[config.mk]
export PLATFORM = sky130hd
export DESIGN_NAME = mult_div_unit
export DESIGN_NICKNAME = d
export VERILOG_FILES = /design/src/rtl/mult_div_unit.sv
export SDC_FILE = /design/constraint.sdc
export NUM_CORES = 1
export LEC_CHECK = 0
export BUFFER_PORTS_ARGS = -buffer_cell sky130_fd_sc_hd__buf_2
export CORE_MARGIN = 2
export CORE_UTILIZATION = 30
export CTS_CLUSTER_SIZE = 16
export DETAILED_ROUTE_END_ITERATION = 8
export GPL_TIMING_DRIVEN = 0
export HOLD_SLACK_MARGIN = 0.08
export PLACE_DENSITY_LB_ADDON = 0.05
export SYNTH_ARGS = -nofsm -noshare
export SYNTH_HDL_FRONTEND = slang
export SYNTH_SLANG_ARGS = --single-unit
[constraint.sdc]
create_clock -name clock -period 9.9 [get_ports clock]
set_clock_uncertainty 0.1 [all_clocks]
set_input_delay 0.495 -clock clock [delete_from_list [all_inputs] [get_ports clock]]
set_output_delay 0.495 -clock clock [all_outputs]
set_load 0.01 [all_outputs]
[src/rtl/mult_div_unit.sv]
// Sequential signed multiply/divide unit for the multicycle MIPS datapath.
// The operation runs on operand magnitudes, one iteration per cycle, and the
// signs are applied in a final SIGN cycle. Results are held in HI/LO.
//
// state  | meaning
// -------+------------------------------------------------------------
// S_IDLE | waiting for start; HI/LO hold their last value
// S_RUN  | WIDTH iterations of shift-add (mult) or restoring divide (div)
// S_SIGN | apply result signs and load HI/LO
// S_DONE | done pulse for one cycle; a new start is accepted here
module mult_div_unit #(
  parameter int WIDTH = 32
) (
  input  logic             clock,
  input  logic             reset,
  input  logic             start,
  input  logic             op,
  input  logic [WIDTH-1:0] a,
  input  logic [WIDTH-1:0] b,
  output logic             busy,
  output logic             done,
  output logic             div_zero,
  output logic [WIDTH-1:0] hi,
  output logic [WIDTH-1:0] lo
);

  localparam int CW = $clog2(WIDTH);

  typedef enum logic [1:0] {S_IDLE, S_RUN, S_SIGN, S_DONE} state_t;

  state_t             state_q;
  logic [CW-1:0]      cnt_q;
  logic [WIDTH-1:0]   mag_a_q, mag_b_q;
  logic               sign_a_q, sign_b_q, op_q;
  logic [2*WIDTH-1:0] prod_q;
  logic [WIDTH:0]     rem_q;
  logic [WIDTH-1:0]   quo_q;
  logic               busy_q, done_q, div_zero_q;
  logic [WIDTH-1:0]   hi_q, lo_q;

  logic [WIDTH-1:0]   mag_a_d, mag_b_d;
  logic [WIDTH:0]     prod_sum_d;
  logic [2*WIDTH-1:0] prod_d;
  logic [WIDTH+1:0]   trial_d;
  logic [WIDTH:0]     rem_d;
  logic [WIDTH-1:0]   quo_d;
  logic [2*WIDTH-1:0] prod_fix_d;
  logic [WIDTH-1:0]   quo_fix_d, rem_fix_d;

  // Operand magnitudes, one iteration step of each algorithm, and sign fix-up.
  // The most negative operand maps to its own bit pattern, read as unsigned.
  always_comb begin
    mag_a_d    = a[WIDTH-1] ? -a : a;
    mag_b_d    = b[WIDTH-1] ? -b : b;

    // shift-add: multiplier sits in the low half and shifts out as product bits enter
    prod_sum_d = {1'b0, prod_q[2*WIDTH-1:WIDTH]} + {1'b0, (prod_q[0] ? mag_a_q : '0)};
    prod_d     = {prod_sum_d, prod_q[WIDTH-1:1]};

    // restoring divide: dividend shifts out of quo_q while quotient bits shift in
    trial_d    = {rem_q, quo_q[WIDTH-1]} - {2'b00, mag_b_q};
    rem_d      = trial_d[WIDTH+1] ? {rem_q[WIDTH-1:0], quo_q[WIDTH-1]} : trial_d[WIDTH:0];
    quo_d      = {quo_q[WIDTH-2:0], ~trial_d[WIDTH+1]};

    prod_fix_d = (sign_a_q ^ sign_b_q) ? -prod_q : prod_q;
    quo_fix_d  = (sign_a_q ^ sign_b_q) ? -quo_q : quo_q;
    rem_fix_d  = sign_a_q ? -rem_q[WIDTH-1:0] : rem_q[WIDTH-1:0];
  end

  // Control FSM with registered status outputs and datapath registers.
  always_ff @(posedge clock or posedge reset) begin
    if (reset) begin
      state_q    <= S_IDLE;
      cnt_q      <= '0;
      mag_a_q    <= '0;
      mag_b_q    <= '0;
      sign_a_q   <= 1'b0;
      sign_b_q   <= 1'b0;
      op_q       <= 1'b0;
      prod_q     <= '0;
      rem_q      <= '0;
      quo_q      <= '0;
      busy_q     <= 1'b0;
      done_q     <= 1'b0;
      div_zero_q <= 1'b0;
      hi_q       <= '0;
      lo_q       <= '0;
    end else begin
      case (state_q)
        S_IDLE, S_DONE: begin
          done_q <= 1'b0;
          if (start) begin
            op_q       <= op;
            sign_a_q   <= a[WIDTH-1];
            sign_b_q   <= b[WIDTH-1];
            mag_a_q    <= mag_a_d;
            mag_b_q    <= mag_b_d;
            cnt_q      <= '0;
            prod_q     <= {{WIDTH{1'b0}}, mag_b_d};
            rem_q      <= '0;
            quo_q      <= mag_a_d;
            if (op && (b == '0)) begin
              // divide by zero: report immediately, HI/LO untouched
              state_q    <= S_DONE;
              div_zero_q <= 1'b1;
              done_q     <= 1'b1;
              busy_q     <= 1'b0;
            end else begin
              state_q    <= S_RUN;
              div_zero_q <= 1'b0;
              busy_q     <= 1'b1;
            end
          end else begin
            state_q <= S_IDLE;
          end
        end
        S_RUN: begin
          cnt_q <= cnt_q + CW'(1);
          if (op_q) begin
            rem_q <= rem_d;
            quo_q <= quo_d;
          end else begin
            prod_q <= prod_d;
          end
          if (cnt_q == CW'(WIDTH-1)) state_q <= S_SIGN;
        end
        S_SIGN: begin
          if (op_q) begin
            hi_q <= rem_fix_d;
            lo_q <= quo_fix_d;
          end else begin
            hi_q <= prod_fix_d[2*WIDTH-1:WIDTH];
            lo_q <= prod_fix_d[WIDTH-1:0];
          end
          state_q <= S_DONE;
          busy_q  <= 1'b0;
          done_q  <= 1'b1;
        end
        default: state_q <= S_IDLE;
      endcase
    end
  end

  assign busy     = busy_q;
  assign done     = done_q;
  assign div_zero = div_zero_q;
  assign hi       = hi_q;
  assign lo       = lo_q;

endmodule

==> metrics.log <==
[metrics] cell area after synthesis: approximately 0.019 mm2
[metrics] routability-driven placement congestion ratio: 0.8719
[metrics] via count of the first global-routing pass: 16,910
[metrics] worst-margin pin slew: roughly 1.0 ns
[metrics] net count after synthesis: roughly 2,300
[metrics] path type of the worst min-delay path: in2reg
[metrics] DR vias: 17,260
[metrics] max-slew headroom at the worst pin: between 30% and 40%
[metrics] total power consumption of the routed design: slightly below 8000 uW
[metrics] clock input transition at the sequential cells of the worst setup and hold paths: about 0.060 ns
[metrics] Worst Hold Slack: between 0.1 and 0.15 ns
[metrics] top cell type by total area after synthesis: sky130_fd_sc_hd__dfrtp_1
[metrics] number of enable flip-flop cells after synthesis: 0
[metrics] top area cells in the synthesized netlist: sky130_fd_sc_hd__dfrtp_1 (36%), sky130_fd_sc_hd__o21ai_0 (7.0%), sky130_fd_sc_hd__xor2_1 (6.9%)
[metrics] total number of clock tree sinks: 270
[metrics] data arrival time of the critical path: 4.75 ns
[metrics] overall track demand over capacity in global routing: 23.01%
[metrics] post-layout utilization of the core: 35.27%
[metrics] Yosys top cell area share: roughly 36%
[metrics] number of nets in the layout: about 2,500
[metrics] Wirelength per Cell: between 20 and 25 um
[metrics] run status: complete, no violations
[metrics] share of synthesized registers carrying an async set or reset: 100.0%
[metrics] Setup Crit Path Kind: reg2reg
[metrics] most used standard cells in the synthesized netlist: sky130_fd_sc_hd__nand2_1 (281), sky130_fd_sc_hd__dfrtp_1 (270), sky130_fd_sc_hd__o21ai_0 (258)
[metrics] worst vdd ir: ~180 uV
[metrics] area added between synthesis and finish: 16.83%
[metrics] largest buffer count on any clock path: 3
[metrics] height of the die: around 250 um
[metrics] ratio of cells with drive above 1 in the final layout: between 10% and 20%
[metrics] num ports: ~140
[metrics] Tmin final: roughly 4.4 ns
[metrics] Total Die Area: between 0.06 and 0.07 mm2
[metrics] multi-input combinational cell area: 0.01095 mm2
[metrics] flip-flop and latch area: between 0.006 and 0.007 mm2
[metrics] largest net degree at the start of global routing: 116
[metrics] average size of a mapped cell: about 8.4 um2
[metrics] final hold violations: 0
[metrics] RSZ-0062 raised after global routing: false
[metrics] antenna diode instance count: 0
[metrics] total congestion overflow after global routing: 0
[metrics] core area: between 0.06 and 0.07 mm2
[metrics] startpoint types: flip-flop
[metrics] flip-flop cell with the highest count after synthesis: sky130_fd_sc_hd__dfrtp_1
[metrics] Clock H-tree levels: 2
[metrics] initial detailed-routing violation count: roughly 1,300
[metrics] Setup-failing EPs final: 0
[metrics] total half-perimeter wirelength after legalization and detailed placement: 58,500 um
[metrics] most frequent cell after synthesis: sky130_fd_sc_hd__nand2_1
[metrics] type of element capturing the critical path: flip-flop
[metrics] count of buffers from port buffering: roughly 130
[metrics] largest fanout of any net on the critical path: 10
[metrics] number of violations of the max-capacitance limit: 0
[metrics] library cell used as clock root buffer: sky130_fd_sc_hd__clkbuf_16
[metrics] Initial Util: between 30% and 40%
[metrics] die outline width: 252.7 um
[metrics] fraction of the cycle the final worst path needs: 44.30%
[metrics] wire length of the first global-routing pass: roughly 110,000 um
[metrics] number of distinct library cells after synthesis: slightly above 80
[metrics] post-route ant nets: 0
[metrics] Pwr Density: 358.0 mW/mm2
[metrics] total of warnings raised by yosys: 0
[metrics] WL final: approximately 74,000 um
[metrics] Detailed Routing Iterations Pass 1: 7
[metrics] maximum operating frequency: 228.0 MHz
[metrics] flip-flop and latch count after synthesis: 270
[metrics] clock buffers created by TritonCTS: 38
[metrics] drc violations: 0
[metrics] clock network latency to the later pin of the worst-skew pair: about 0.57 ns
[metrics] detailed-route vias per instance: around 5.4
[metrics] worst path required time: about 10 ns
[metrics] final number of max-transition violations: 0
[metrics] antenna violations before repair: 1
[metrics] design area: roughly 0.022 mm2
[metrics] cell area reported after detailed placement: around 0.020 mm2
[metrics] count of standard-cell rows: between 90 and 100
[metrics] Pleak: about 0.0096 uW
[metrics] fill cell count: 6,483
[metrics] CTS tree: yes
[metrics] portion of the post-synthesis area used by sequential elements: between 30% and 40%
[metrics] instance count of the mapped netlist: about 2,200
cells by family (layout without fill, tap and decap cells):
kind of cell	Yosys count	count (layout)	share of synthesized area (%)
AOI/OAI and AO/OA	701	701	23.53
and+or+nand+nor	667	667	17.37
DFF	270	270	36.40
xor gates and xnor gates	234	234	11.04
buffers and inverters	226	433	4.604
adders and majority gates	76	76	5.204
muxes	31	31	1.854
sequential cells by signal, indices dropped and copies added, names as in the netlist, 2 cells and up:
name and cells:
lo 32, quo_q 32, mag_a_q 32, hi 32
mag_b_q 32, cnt_q 5, prod_q 64, state_q 2
rem_q 33
per-stage QoR:
step                      setup slack [ns]  std cells  TNS (ns)
after floorplan                      1.866       2205         0
after global placement              -2.244       3128   -587.72
after detailed placement             5.603       3130         0
after CTS                            5.558       3202         0
after global routing                 5.301       3202         0
final                                5.514       3202         0
worst max-delay path, stage by stage, from the launching register on:
cell	delay [ns]
sky130_fd_sc_hd__dfrtp_1	0.63
sky130_fd_sc_hd__clkbuf_1	0.56
sky130_fd_sc_hd__nand2_1	0.22
sky130_fd_sc_hd__fa_1	0.48
sky130_fd_sc_hd__nor2b_1	0.17
sky130_fd_sc_hd__o31a_1	0.23
sky130_fd_sc_hd__o21ai_0	0.17
sky130_fd_sc_hd__o31ai_1	0.56
sky130_fd_sc_hd__a21oi_1	0.28
sky130_fd_sc_hd__o21ai_1	0.28
sky130_fd_sc_hd__a211o_1	0.26
sky130_fd_sc_hd__a32oi_1	0.09
sky130_fd_sc_hd__o31ai_1	0.24
per-layer routing:
metal | wire [um] | vias up | global-route usage [%] | share of wire (%)
met4 | 1449 | 0 | 5.072 | 2.0
li1 | - | 8237 | - | -
met3 | 3147 | 81 | 2.719 | 4.3
met5 | 0 | - | 0 | 0
met1 | 35910 | 8523 | 33.30 | 49
met2 | 33510 | 416 | 36.62 | 45
final cells by class:
cell class / count / share of cell area, %
plain buffers: 122 / 2.141
clock buffers: 51 / 4.986
clock inverters: 19 / 1.408
inverters: 104 / 1.835
multi-input cells: 1709 / 50.50
flip-flops and latches: 270 / 31.16
well taps: 790 / 4.559
repair buffers: 137 / 3.416
timing repair:
action                    in CTS  in global routing
hold endpoints to repair      77                  0
hold buffers                   2                  0
gates resized for setup        0                  0
buffers inserted               0                  0
final timing paths:
path	end	start	slack, ns	cells past startpoint
worst max register to register	prod_q[63]$_DFFE_PP0P_	prod_q[0]$_DFFE_PP0P_	5.51	12
max in group asynchronous	lo[6]$_DFFE_PP0P_	reset	7.82	5
worst max-delay path	prod_q[63]$_DFFE_PP0P_	prod_q[0]$_DFFE_PP0P_	5.51	12
worst min register to register	mag_a_q[11]$_DFFE_PP0P_	mag_a_q[11]$_DFFE_PP0P_	0.37	2
worst min-delay path	state_q[1]$_DFFE_PP0P_	start	0.15	3
min in group asynchronous	prod_q[55]$_DFFE_PP0P_	reset	0.46	3
cells in the final DEF, fill, tap and decap left out, drive strengths merged, types with 12 or more instances in the layout:
master,n
nand2,282
a31oi,12
nor4,16
and2,36
mux2i,13
inv,103
buf,154
or3,22
o211ai,47
a21oi,129
o41ai,28
a22oi,30
o21ai,291
nor2,116
dfrtp,270
nor3,28
ha,74
xnor2,87
or4,27
and3,12
o311ai,20
nand2b,29
o31ai,45
clkbuf,154
xor2,147
nand3,58
a21o,27
mux2,17
where the power goes:
group / total [uW] / leakage, uW / internal [uW] / switching [uW]
combinational: 4210 / 0.00547 / 1430 / 2780
clock: 1530 / 0.000664 / 954 / 579
sequential: 2020 / 0.00346 / 1550 / 472
(Power assumes the default switching activity.)
